==> config.mk <==
export PLATFORM = sky130hd
export DESIGN_NAME = cla_mp_seq
export DESIGN_NICKNAME = d
export VERILOG_FILES = /design/src/rtl/cla_mp_seq_pkg.sv /design/src/rtl/CLA_8bit.sv /design/src/rtl/cla_mp_seq.sv
export SDC_FILE = /design/constraint.sdc
export NUM_CORES = 1
export LEC_CHECK = 0
export BUFFER_PORTS_ARGS = -buffer_cell sky130_fd_sc_hd__buf_2
export CORE_MARGIN = 8
export CORE_UTILIZATION = 25
export CTS_CLUSTER_DIAMETER = 200
export DETAILED_ROUTE_END_ITERATION = 12
export PLACE_DENSITY = 0.53
export SETUP_SLACK_MARGIN = 0.4
export SYNTH_ARGS = -nofsm -noshare
export SYNTH_HDL_FRONTEND = slang
export SYNTH_SLANG_ARGS = --single-unit
==> constraint.sdc <==
create_clock -name clk -period 4 [get_ports clk]
set_input_delay 0.6 -clock clk [delete_from_list [all_inputs] [get_ports clk]]
set_output_delay 0.6 -clock clk [all_outputs]
set_load 0.01 [all_outputs]
==> src/rtl/cla_mp_seq_pkg.sv <==
// Shared constants for the multi-precision CLA sequencer.
package cla_mp_seq_pkg;

  localparam int BYTE_W = 8;

  // FSM encodings
  localparam logic [1:0] ST_IDLE = 2'd0;
  localparam logic [1:0] ST_RUN  = 2'd1;
  localparam logic [1:0] ST_DONE = 2'd2;

endpackage

==> src/rtl/CLA_8bit.sv <==
// 8-bit carry-lookahead adder: every carry is a flat sum-of-products of
// generate/propagate terms rather than a ripple chain.
module CLA_8bit (
  input  logic [7:0] a,
  input  logic [7:0] b,
  input  logic       cin,
  output logic [7:0] sum,
  output logic       cout
);

  logic [7:0] w_g;
  logic [7:0] w_p;
  logic [8:0] w_c;

  assign w_g = a & b;
  assign w_p = a ^ b;

  // c[i+1] = g[i] | p[i]g[i-1] | ... | p[i]..p[0]cin
  always_comb begin
    logic acc;
    logic pp;
    w_c    = '0;
    w_c[0] = cin;
    for (int i = 0; i < 8; i++) begin
      acc = w_g[i];
      pp  = w_p[i];
      for (int j = i - 1; j >= 0; j--) begin
        acc = acc | (pp & w_g[j]);
        pp  = pp & w_p[j];
      end
      w_c[i+1] = acc | (pp & cin);
    end
  end

  assign sum  = w_p ^ w_c[7:0];
  assign cout = w_c[8];

endmodule

==> src/rtl/cla_mp_seq.sv <==
// Multi-precision add/subtract sequencer: one CLA_8bit, one byte per clock,
// LSB first, carry chained through a register. valid/ready on both sides.
module cla_mp_seq
  import cla_mp_seq_pkg::*;
#(
  parameter  int NUM_BYTES = 4,
  localparam int W         = 8 * NUM_BYTES
) (
  input  logic         clk,
  input  logic         rst_n,
  input  logic         in_valid,
  output logic         in_ready,
  input  logic [W-1:0] op_a,
  input  logic [W-1:0] op_b,
  input  logic         sub,
  input  logic         cin,
  output logic         out_valid,
  input  logic         out_ready,
  output logic [W-1:0] result,
  output logic         cout,
  output logic         overflow
);

  localparam int CNT_W = (NUM_BYTES > 1) ? $clog2(NUM_BYTES) : 1;
  localparam logic [CNT_W-1:0] CNT_LAST = CNT_W'(NUM_BYTES - 1);

  logic [1:0]       r_state;
  logic [CNT_W-1:0] r_cnt;
  logic             r_carry;
  logic             r_sub;
  logic [W-1:0]     r_a_sh;
  logic [W-1:0]     r_b_sh;
  logic [W-1:0]     r_result;
  logic             r_cout;
  logic             r_ovf;

  logic [7:0]       w_a;
  logic [7:0]       w_b_eff;
  logic [7:0]       w_sum;
  logic             w_cout;
  logic             w_ovf;
  logic             w_last;
  logic [W-1:0]     w_res_next;

  // Subtraction is A + ~B + 1: invert B per byte, carry register seeded with 1.
  assign w_a     = r_a_sh[7:0];
  assign w_b_eff = r_b_sh[7:0] ^ {8{r_sub}};
  assign w_last  = (r_cnt == CNT_LAST);
  assign w_ovf   = (w_a[7] == w_b_eff[7]) & (w_sum[7] != w_a[7]);

  CLA_8bit u_cla (
    .a    (w_a),
    .b    (w_b_eff),
    .cin  (r_carry),
    .sum  (w_sum),
    .cout (w_cout)
  );

  // Result fills from the top so the LSB byte lands at bit 0 after the last step.
  generate
    if (NUM_BYTES == 1) begin : g_res_one
      assign w_res_next = w_sum;
    end else begin : g_res_multi
      assign w_res_next = {w_sum, r_result[W-1:BYTE_W]};
    end
  endgenerate

  // Sequencer FSM and byte-serial datapath registers.
  always_ff @(posedge clk or negedge rst_n) begin
    if (!rst_n) begin
      r_state  <= ST_IDLE;
      r_cnt    <= '0;
      r_carry  <= 1'b0;
      r_sub    <= 1'b0;
      r_a_sh   <= '0;
      r_b_sh   <= '0;
      r_result <= '0;
      r_cout   <= 1'b0;
      r_ovf    <= 1'b0;
    end else begin
      case (r_state)
        ST_IDLE: begin
          if (in_valid) begin
            r_a_sh  <= op_a;
            r_b_sh  <= op_b;
            r_sub   <= sub;
            r_carry <= sub ? 1'b1 : cin;
            r_cnt   <= '0;
            r_state <= ST_RUN;
          end
        end
        ST_RUN: begin
          r_result <= w_res_next;
          r_a_sh   <= r_a_sh >> BYTE_W;
          r_b_sh   <= r_b_sh >> BYTE_W;
          r_carry  <= w_cout;
          if (w_last) begin
            r_cout  <= w_cout;
            r_ovf   <= w_ovf;
            r_state <= ST_DONE;
          end else begin
            r_cnt <= r_cnt + CNT_W'(1);
          end
        end
        ST_DONE: begin
          if (out_ready) r_state <= ST_IDLE;
        end
        default: r_state <= ST_IDLE;
      endcase
    end
  end

  assign in_ready  = (r_state == ST_IDLE);
  assign out_valid = (r_state == ST_DONE);
  assign result    = r_result;
  assign cout      = r_cout;
  assign overflow  = r_ovf;

endmodule

# After elaboration in Yosys (flattened, before gate mapping)
# Index checks and enable logic that the tools add are counted.
totals:
  n_memories: 0
  mem_bits_rw: 0
  out_inout_bits: 36
  latchBits: 0
  in_bits: 70
  rom_bits: 0
  ff_bits: 104
op_classes:
  shift: 0
  n_addsub: 1
  n_mul: 0
  n_reduce_logical: 7
  eq_ne: 9
  muxes: 14
  div: 0
  magnitude_cmp: 0
  n_bitwise: 105
op_table:
  columns: ["cell", "n"]
  rows:
  - ["$pmux 32 s2", 2]
  - ["$and 1x1->1", 65]
  - ["$mux 32", 2]
  - ["$or 1x1->1", 36]
  - ["$xor 8x8->8", 3]
  - ["$mux 2", 5]
  - ["$and 8x8->8", 1]
  - ["$ne 2x2->1 const B", 3]
  - ["$pmux 2 s3", 1]
  - ["$reduce_and 2->1", 3]
  - ["$reduce_and 3->1", 2]
  - ["$eq 2x2->1 const B", 2]
  - ["$pmux 2 s2", 1]
  - ["$add 2x1->2 const B", 1]
  - ["$eq 2x1->1 const B", 1]
  - ["$logic_not 2->1", 1]
  - ["$mux 1", 2]
  - ["$ne 2x1->1 const B", 1]
  - ["$pmux 1 s2", 1]
  - ["$reduce_bool 2->1", 1]
  - ["$eq 1x1->1", 1]
  - ["$ne 1x1->1", 1]

# Logic depth before layout (Yosys ltp)
# Gate-level depths: netlist of run 1.
depth:
  word_depth: 13
  mapped_depth: 8
  ltp_nobuf: 7

# Hierarchy
# Synthesis of run 1 repeated with hierarchy kept, for this count alone.
unflattened:
  hier_cells: 532
  hier_area_um2: 4939.7
modules_own_cells:
  columns: ["mod", "cells_per_inst", "instances", "area_per_inst_um2"]
  rows:
  - ["cla_mp_seq", 491, 1, 4606.9]
  - ["CLA_8bit", 41, 1, 332.8]

# Worst setup path after synthesis of run 1
# OpenSTA, ideal clock, no wires.
synth_timing:
  path_kind: "register to register"
  startpoint: "reg r_sub"
  endpoint: "reg r_ovf (netlist: overflow)"
  n_path_buf: 1
  t_arrival_ps: 1898
  period_less_slack_ps: 1990
  setup_time_ps: 92
  path_stages_with_launch: 9
  setup_slack_ps: 2010
  required_ps: 3908
  cell_sequence: "dfrtp_1 -> buf_2 -> xor2_1 -> ha_1 -> a211oi_2 -> o21ai_2 -> a21bo_4 -> xnor2_1 -> o31ai_2"
synth_between:
  elab_chain_len: 13
  word_cells_on_any_way: 27
  classes_between: "2 x eq/ne; 25 x bitwise"
synth_rtl:
  columns: ["item", "line_no", "source"]
  rows:
  - ["start: declaration", "cla_mp_seq.sv:30", "logic r_sub;"]
  - ["start signal: assignment", "cla_mp_seq.sv:86", "r_sub <= sub;"]
  - ["$xor 8x8->8 *", "cla_mp_seq.sv:47", "assign w_b_eff = r_b_sh[7:0] ^ {8{r_sub}};"]
  - ["$xor 8x8->8 or $and 8x8->8 (tied branches)", "CLA_8bit.sv:16, CLA_8bit.sv:15", null]
  - ["$and 1x1->1 (on tied branches)", "CLA_8bit.sv:28, CLA_8bit.sv:29", null]
  - ["$or 1x1->1, or another cell as far along (5 in a row)", "CLA_8bit.sv:28", "acc = acc | (pp & w_g[j]);"]
  - ["$or 1x1->1 or $and 1x1->1 (tied branches)", "CLA_8bit.sv:28, CLA_8bit.sv:31", null]
  - ["$or 1x1->1", "CLA_8bit.sv:31", "w_c[i+1] = acc | (pp & cin);"]
  - ["$xor 8x8->8", "CLA_8bit.sv:35", "assign sum = w_p ^ w_c[7:0];"]
  - ["$ne 1x1->1", "cla_mp_seq.sv:49", "assign w_ovf = (w_a[7] == w_b_eff[7]) & (w_sum[7] != w_a[7]);"]
  - ["$and 1x1->1 *", "cla_mp_seq.sv:49", null]
  - ["end signal: assignment", "cla_mp_seq.sv:99", "r_ovf <= w_ovf;"]
  - ["end: declaration", "cla_mp_seq.sv:35", "logic r_ovf;"]
# Every way passes the cells marked *; elsewhere a longest branch is shown, timed or not.
# A chain may end at the register's enable or synchronous reset.

# Worst setup path after layout of run 1
# Same ends and word-level chain as after synthesis.

==> results of run 1 <==
==> worst max-delay path: stages, from the launching register on <==
cell	delay (ps)
dfrtp_1	570
xor2_1	270
ha_1	300
a211oi_2	290
o21ai_2	120
a21bo_4	240
xnor2_1	130
o31ai_2	180
==> registers in the layout, indices dropped and copies added, names as in the netlist <==
register and count:
cout 1, overflow 1, r_a_sh 32, r_b_sh 32
r_carry 1, r_cnt 2, r_state 2, r_sub 1
result 32
==> worst min-delay path by stage <==
stage	from	to	slack, ps
final	rst_n	result[10]$_DFFE_PN0P_	350
after global routing	rst_n	result[10]$_DFFE_PN0P_	420
after CTS	rst_n	result[10]$_DFFE_PN0P_	380
after detailed placement	result[6]$_DFFE_PN0P_	result[6]$_DFFE_PN0P_	460
after global placement	result[4]$_DFFE_PN0P_	result[4]$_DFFE_PN0P_	450
after floorplan	rst_n	cout$_DFFE_PN0P_	300
==> Yosys cell counts (all sizes together) <==
cell type and number:
nor2 53, and2 1, fa 1, dfrtp 104
a21o 2, a22o 1, and3 1, a21boi 1
a21bo 1, xnor2 4, a31oi 50, clkbuf 8
mux2 1, a211oi 1, inv 2, nand2 216
ha 9, nand2b 2, o21a 1, nor2b 1
o21ai 27, o31ai 1, nor3 1, o21bai 1
a21oi 6, buf 27, xor2 12
==> where the power goes <==
group          total, mW  internal, mW  switching [mW]  leakage, nW
Clock              0.918         0.509           0.410        0.144
Sequential          1.94          1.59           0.349         1.27
Combinational       2.61          1.06            1.55         1.39
Total               5.47          3.16            2.31         2.81
==> cell families (layout without fill, tap and decap cells) <==
kind of cell    after synthesis  after routing  share of synthesized area [%]
mux                           1              1                          0.239
simple gates                275            275                           22.4
buf+inv                      37            129                           4.22
xor+xnor                     16             16                           2.97
compound gates               92             92                           12.2
fa+ha+maj                    10             10                           2.81
flops                       104            104                           55.2
==> metal layers <==
metal	global-route usage [%]	part of all wire, %	up-vias
met3	3.41	5.1	11
met2	15.2	43	98
met5	0	0	-
li1	-	-	1919
met1	14.4	51	1698
met4	3.82	1.3	0
==> placed cells by master (no fill, tap or decap), types with 2 or more instances in the layout <==
cell type   netlist  routed
a21o_1            2       2
a21oi_1           5       5
a31oi_1          50      50
buf_2            21     104
buf_4             3       6
clkbuf_16         0       9
clkinvlp_4        0       2
dfrtp_1         104     104
ha_1              9       9
inv_1             2       2
nand2_1         216     215
nor2_1           52      52
o21ai_0          25      25
xnor2_1           4       4
xor2_1           12      12
==> layout make-up <==
cell class | instances | area, sq um
fill | 1970 | 12900
sequential | 104 | 2600
multi-input combinational | 394 | 1920
timing repair buffer | 111 | 586
tap | 234 | 293
clock buffer | 11 | 243
clock inverter | 5 | 65.1
inverter | 2 | 7.51
==> impl_metrics.env, run 1 <==
export IMPL_min_period_ps=2180
export IMPL_antenna_cells=0
export IMPL_clkLatencyLatePin_ps=350
export IMPL_yosysTopAreaCellShare_pct=55.2
export IMPL_critPathMaxFanout=9
export IMPL_grt_ovfl_total=0
export IMPL_cts_sinks=104
export IMPL_dieArea_sq_mm=0.0235
export IMPL_startpoint="r_sub$_DFFE_PN0P_"
export IMPL_fin_tns_setup_ps=0
export IMPL_clk_path_buf_depth=2
export IMPL_worst_ep_required_time_ps=4260
export IMPL_synth_avg_cell_area_sq_um=8.81
export IMPL_port_buffers=105
export IMPL_place_ws_ps=1810
export IMPL_syn_to_final_growth_pct=21.4
export IMPL_drcViolationCount=0
export IMPL_die_w_um=153
export IMPL_synth_seq_cells=104
export IMPL_holdWs_ps=346
export IMPL_postCtsResizedCells=0
export IMPL_row_count=50
export IMPL_hpwl_um=8180
export IMPL_status="finished clean"
export IMPL_power_mw=5.47
export IMPL_max_cap_viol_count=0
export IMPL_drv_slew=0
export IMPL_vias=3726
export IMPL_first_iter_violations=220
export IMPL_worstPathArrival_ps=2440
export IMPL_synthesis_nets=615
export IMPL_crit_type="reg -> reg"
export IMPL_grtUsageTotal_pct=10.5
export IMPL_ys_top_cells_by_area="dfrtp_1, nand2_1, a31oi_1"
export IMPL_drt_pass1_iterations=5
export IMPL_grt_pass1_vias=3813
export IMPL_clock_skew_ps=4.29
export IMPL_yosysTopAreaCell="dfrtp_1"
export IMPL_place_gp_congestion=0.739
export IMPL_dieHeight_um=153
export IMPL_post_dp_cell_area_sq_mm=0.00541
export IMPL_antenna_found_initial=0
export IMPL_hold_viol=0
export IMPL_finalNonFillerCells=861
export IMPL_grt_max_degree=68
export IMPL_final_area_sq_mm=0.00572
export IMPL_initial_core_util_pct=25.4
export IMPL_cts_setup_buffers=0
export IMPL_reg2reg_slack_ps=1820
export IMPL_power_density_mw_per_mm2=956
export IMPL_htreeDepth=3
export IMPL_finalSetupViolations=0
export IMPL_rsz0062_at_grt="no"
export IMPL_seq_area_frac_synth_pct=55.2
export IMPL_final_nets=702
export IMPL_worstRegToRegCells=7
export IMPL_utilization_pct=30.8
export IMPL_cts_tree="yes"
export IMPL_viasPerCell=4.33
export IMPL_ios=106
export IMPL_ant_nets=0
export IMPL_drive_above_1_share_pct=22.0
export IMPL_reg2reg_from="r_sub$_DFFE_PN0P_"
export IMPL_min_path_type="in -> async"
export IMPL_coreArea_sq_mm=0.0186
export IMPL_endpoint="overflow$_DFFE_PN0P_"
export IMPL_vdd_drop_max_v=0.000366
export IMPL_ys_warn_count=0
export IMPL_synthCells=535
export IMPL_dp_cells=845
export IMPL_p_leak_nw=2.81
export IMPL_ys_types=33
export IMPL_cts_made_buffers=9
export IMPL_netlist_area_sq_mm=0.00471
export IMPL_crit_path_start_kind="flop"
export IMPL_clock_root_buffer="clkbuf_16"
export IMPL_grt_pass1_wl_um=19900
export IMPL_r2r_end="overflow$_DFFE_PN0P_"
export IMPL_wl_per_cell_um=13.9
export IMPL_endpoint_kind="flop"
export IMPL_timing_final_ws_setup_ps=1820
export IMPL_cts_reportedPaths_clkPinSlew_ps=70
export IMPL_fin_crit_sh_pct=54.4
export IMPL_tightest_slew_ps=985
export IMPL_holdBufCountCts=0
export IMPL_wl_um=12000
export IMPL_fmax_mhz=459
export IMPL_max_slew_margin_pct=34.1
Note: power is estimated with default switching activity, not from simulation.
==> run 2, diff against run 1 <==
- clock period: 4 -> 2.2 ns (I/O delays scaled with it)
==> run 2 against run 1 <==
Effect of this change: cell area is 3.1% higher; count of clock-buffer cells in the layout is 2 lower; largest power group unchanged; critical path depth is 1 higher; sequential share of layout area is 1.3 points lower; register-to-register slack worse by 1600 ps; combinational power is 98% higher; via count is 4.4% higher; die area stayed put; sequential power is 82% higher; clock power is 87% higher.
==> impl_metrics.env, run 2 (synthesis gave the netlist of run 1 again) <==
export IMPL_vdd_drop_max_v=0.000682
export IMPL_wl_um=12200
export IMPL_cts_sinks=104
export IMPL_final_nets=714
export IMPL_drcViolationCount=0
export IMPL_grtUsageTotal_pct=10.8
export IMPL_ios=106
export IMPL_critPathMaxFanout=6
export IMPL_viasPerCell=4.45
export IMPL_status="finished clean"
export IMPL_fmax_mhz=504
export IMPL_drive_above_1_share_pct=24.4
export IMPL_cts_made_buffers=9
export IMPL_grt_max_degree=90
export IMPL_p_leak_nw=2.90
export IMPL_min_period_ps=1990
export IMPL_clk_path_buf_depth=2
export IMPL_timing_final_ws_setup_ps=215
export IMPL_finalSetupViolations=0
export IMPL_power_density_mw_per_mm2=1770
export IMPL_worst_ep_required_time_ps=2430
export IMPL_wl_per_cell_um=14.0
export IMPL_fin_crit_sh_pct=90.2
export IMPL_final_common_cell="nand2_1"
export IMPL_place_ws_ps=116
export IMPL_max_slew_margin_pct=68.2
export IMPL_vias=3889
export IMPL_dieArea_sq_mm=0.0235
export IMPL_min_path_type="in -> reg"
export IMPL_row_count=50
export IMPL_rsz0062_at_grt="yes"
export IMPL_antenna_cells=0
export IMPL_syn_to_final_growth_pct=25.1
export IMPL_drt_pass1_iterations=4
export IMPL_clock_skew_ps=10.9
export IMPL_hold_viol=0
export IMPL_worstPathArrival_ps=2220
export IMPL_cts_tree="yes"
export IMPL_place_gp_congestion=0.768
export IMPL_hpwl_um=8570
export IMPL_cts_reportedPaths_clkPinSlew_ps=80
export IMPL_tightest_slew_ps=478
export IMPL_utilization_pct=31.7
export IMPL_first_iter_violations=241
export IMPL_dieHeight_um=153
export IMPL_crit_path_start_kind="flop"
export IMPL_port_buffers=105
export IMPL_initial_core_util_pct=25.4
export IMPL_die_w_um=153
export IMPL_crit_type="reg -> reg"
export IMPL_coreArea_sq_mm=0.0186
export IMPL_final_cell_mix="nand2_1, buf_2, dfrtp_1, nor2_1, a31oi_1"
export IMPL_nFillCells=1983
export IMPL_htreeDepth=3
export IMPL_drv_slew=0
export IMPL_antenna_found_initial=0
export IMPL_grt_ovfl_total=0
export IMPL_max_cap_viol_count=0
export IMPL_endpoint_kind="flop"
export IMPL_clkLatencyLatePin_ps=360
export IMPL_grt_pass1_wl_um=20400
export IMPL_grt_pass1_vias=3941
export IMPL_clock_root_buffer="clkbuf_16"
export IMPL_ant_nets=0
export IMPL_fin_tns_setup_ps=0
-- run 2: metrics by stage --
| stage | area (sq um) | hold WS [ps] | total power, mW | cells |
|---|---|---|---|---|
| floorplan | 4730 | 34.4 | 7.24 | 535 |
| global route | 5900 | 166 | 11.4 | 873 |
| finish | 5900 | 166 | 10.4 | 873 |
| CTS | 5870 | 150 | 10.5 | 872 |
| global placement | 5490 | 329 | 8.45 | 850 |
| detailed placement | 5490 | 329 | 8.54 | 850 |
-- run 2: area by class of cell --
type                       instances  area (sq um)  share of cell area, %
clock inverter                     7           100                   1.70
sequential                       104          2600                   44.2
multi-input combinational        394          1960                   33.2
timing repair buffer             123           707                   12.0
clock buffer                       9           225                   3.82
inverter                           2          7.51                  0.127
tap                              234           293                   4.97
-- run 2: path summary, 6_finish.rpt --
path | slack, ps | to | cells after the start | startpoint
setup reg to reg | 210 | result[28]$_DFFE_PN0P_ | 8 | r_sub$_DFFE_PN0P_
min in group asynchronous | 470 | result[2]$_DFFE_PN0P_ | 2 | rst_n
hold reg to reg | 470 | result[1]$_DFFE_PN0P_ | 2 | result[1]$_DFFE_PN0P_
hold / removal | 170 | r_b_sh[26]$_DFFE_PN0P_ | 3 | op_b[26]
max in group asynchronous | 1080 | r_b_sh[13]$_DFFE_PN0P_ | 3 | rst_n
setup / recovery | 210 | result[28]$_DFFE_PN0P_ | 8 | r_sub$_DFFE_PN0P_
-- run 2: layer usage --
metal  share of wire, %  GRT usage, %  vias up
met2                 42          15.1      131
li1                   -             -     1951
met5                  0             0        -
met4                1.7          3.68        0
met3                7.2          3.83       11
met1                 50          14.9     1796
-- run 2: worst max-delay path, cell delays in order, from the launching register on --
cell      delay (ps)
dfrtp_2          470
xor2_2           230
ha_4             240
a211oi_2         270
buf_4            150
o21bai_1          80
a21oi_1          160
xor2_1           180
o21ai_1           70
-- run 2: timing repair --
action / in CTS / in global routing
gates cloned: 0 / 0
hold buffers: 1 / 0
setup buffers: 5 / 1
setup endpoints to repair: 9 / 9
pin swaps: 2 / 5
gates resized for setup: 5 / 2
endpoints found under the hold margin: 31 / 0
-- run 2: where the power goes --
group	total, mW	switching [mW]	internal, mW
combinational	5.17	2.96	2.21
sequential	3.53	0.641	2.89
clock	1.72	0.802	0.921
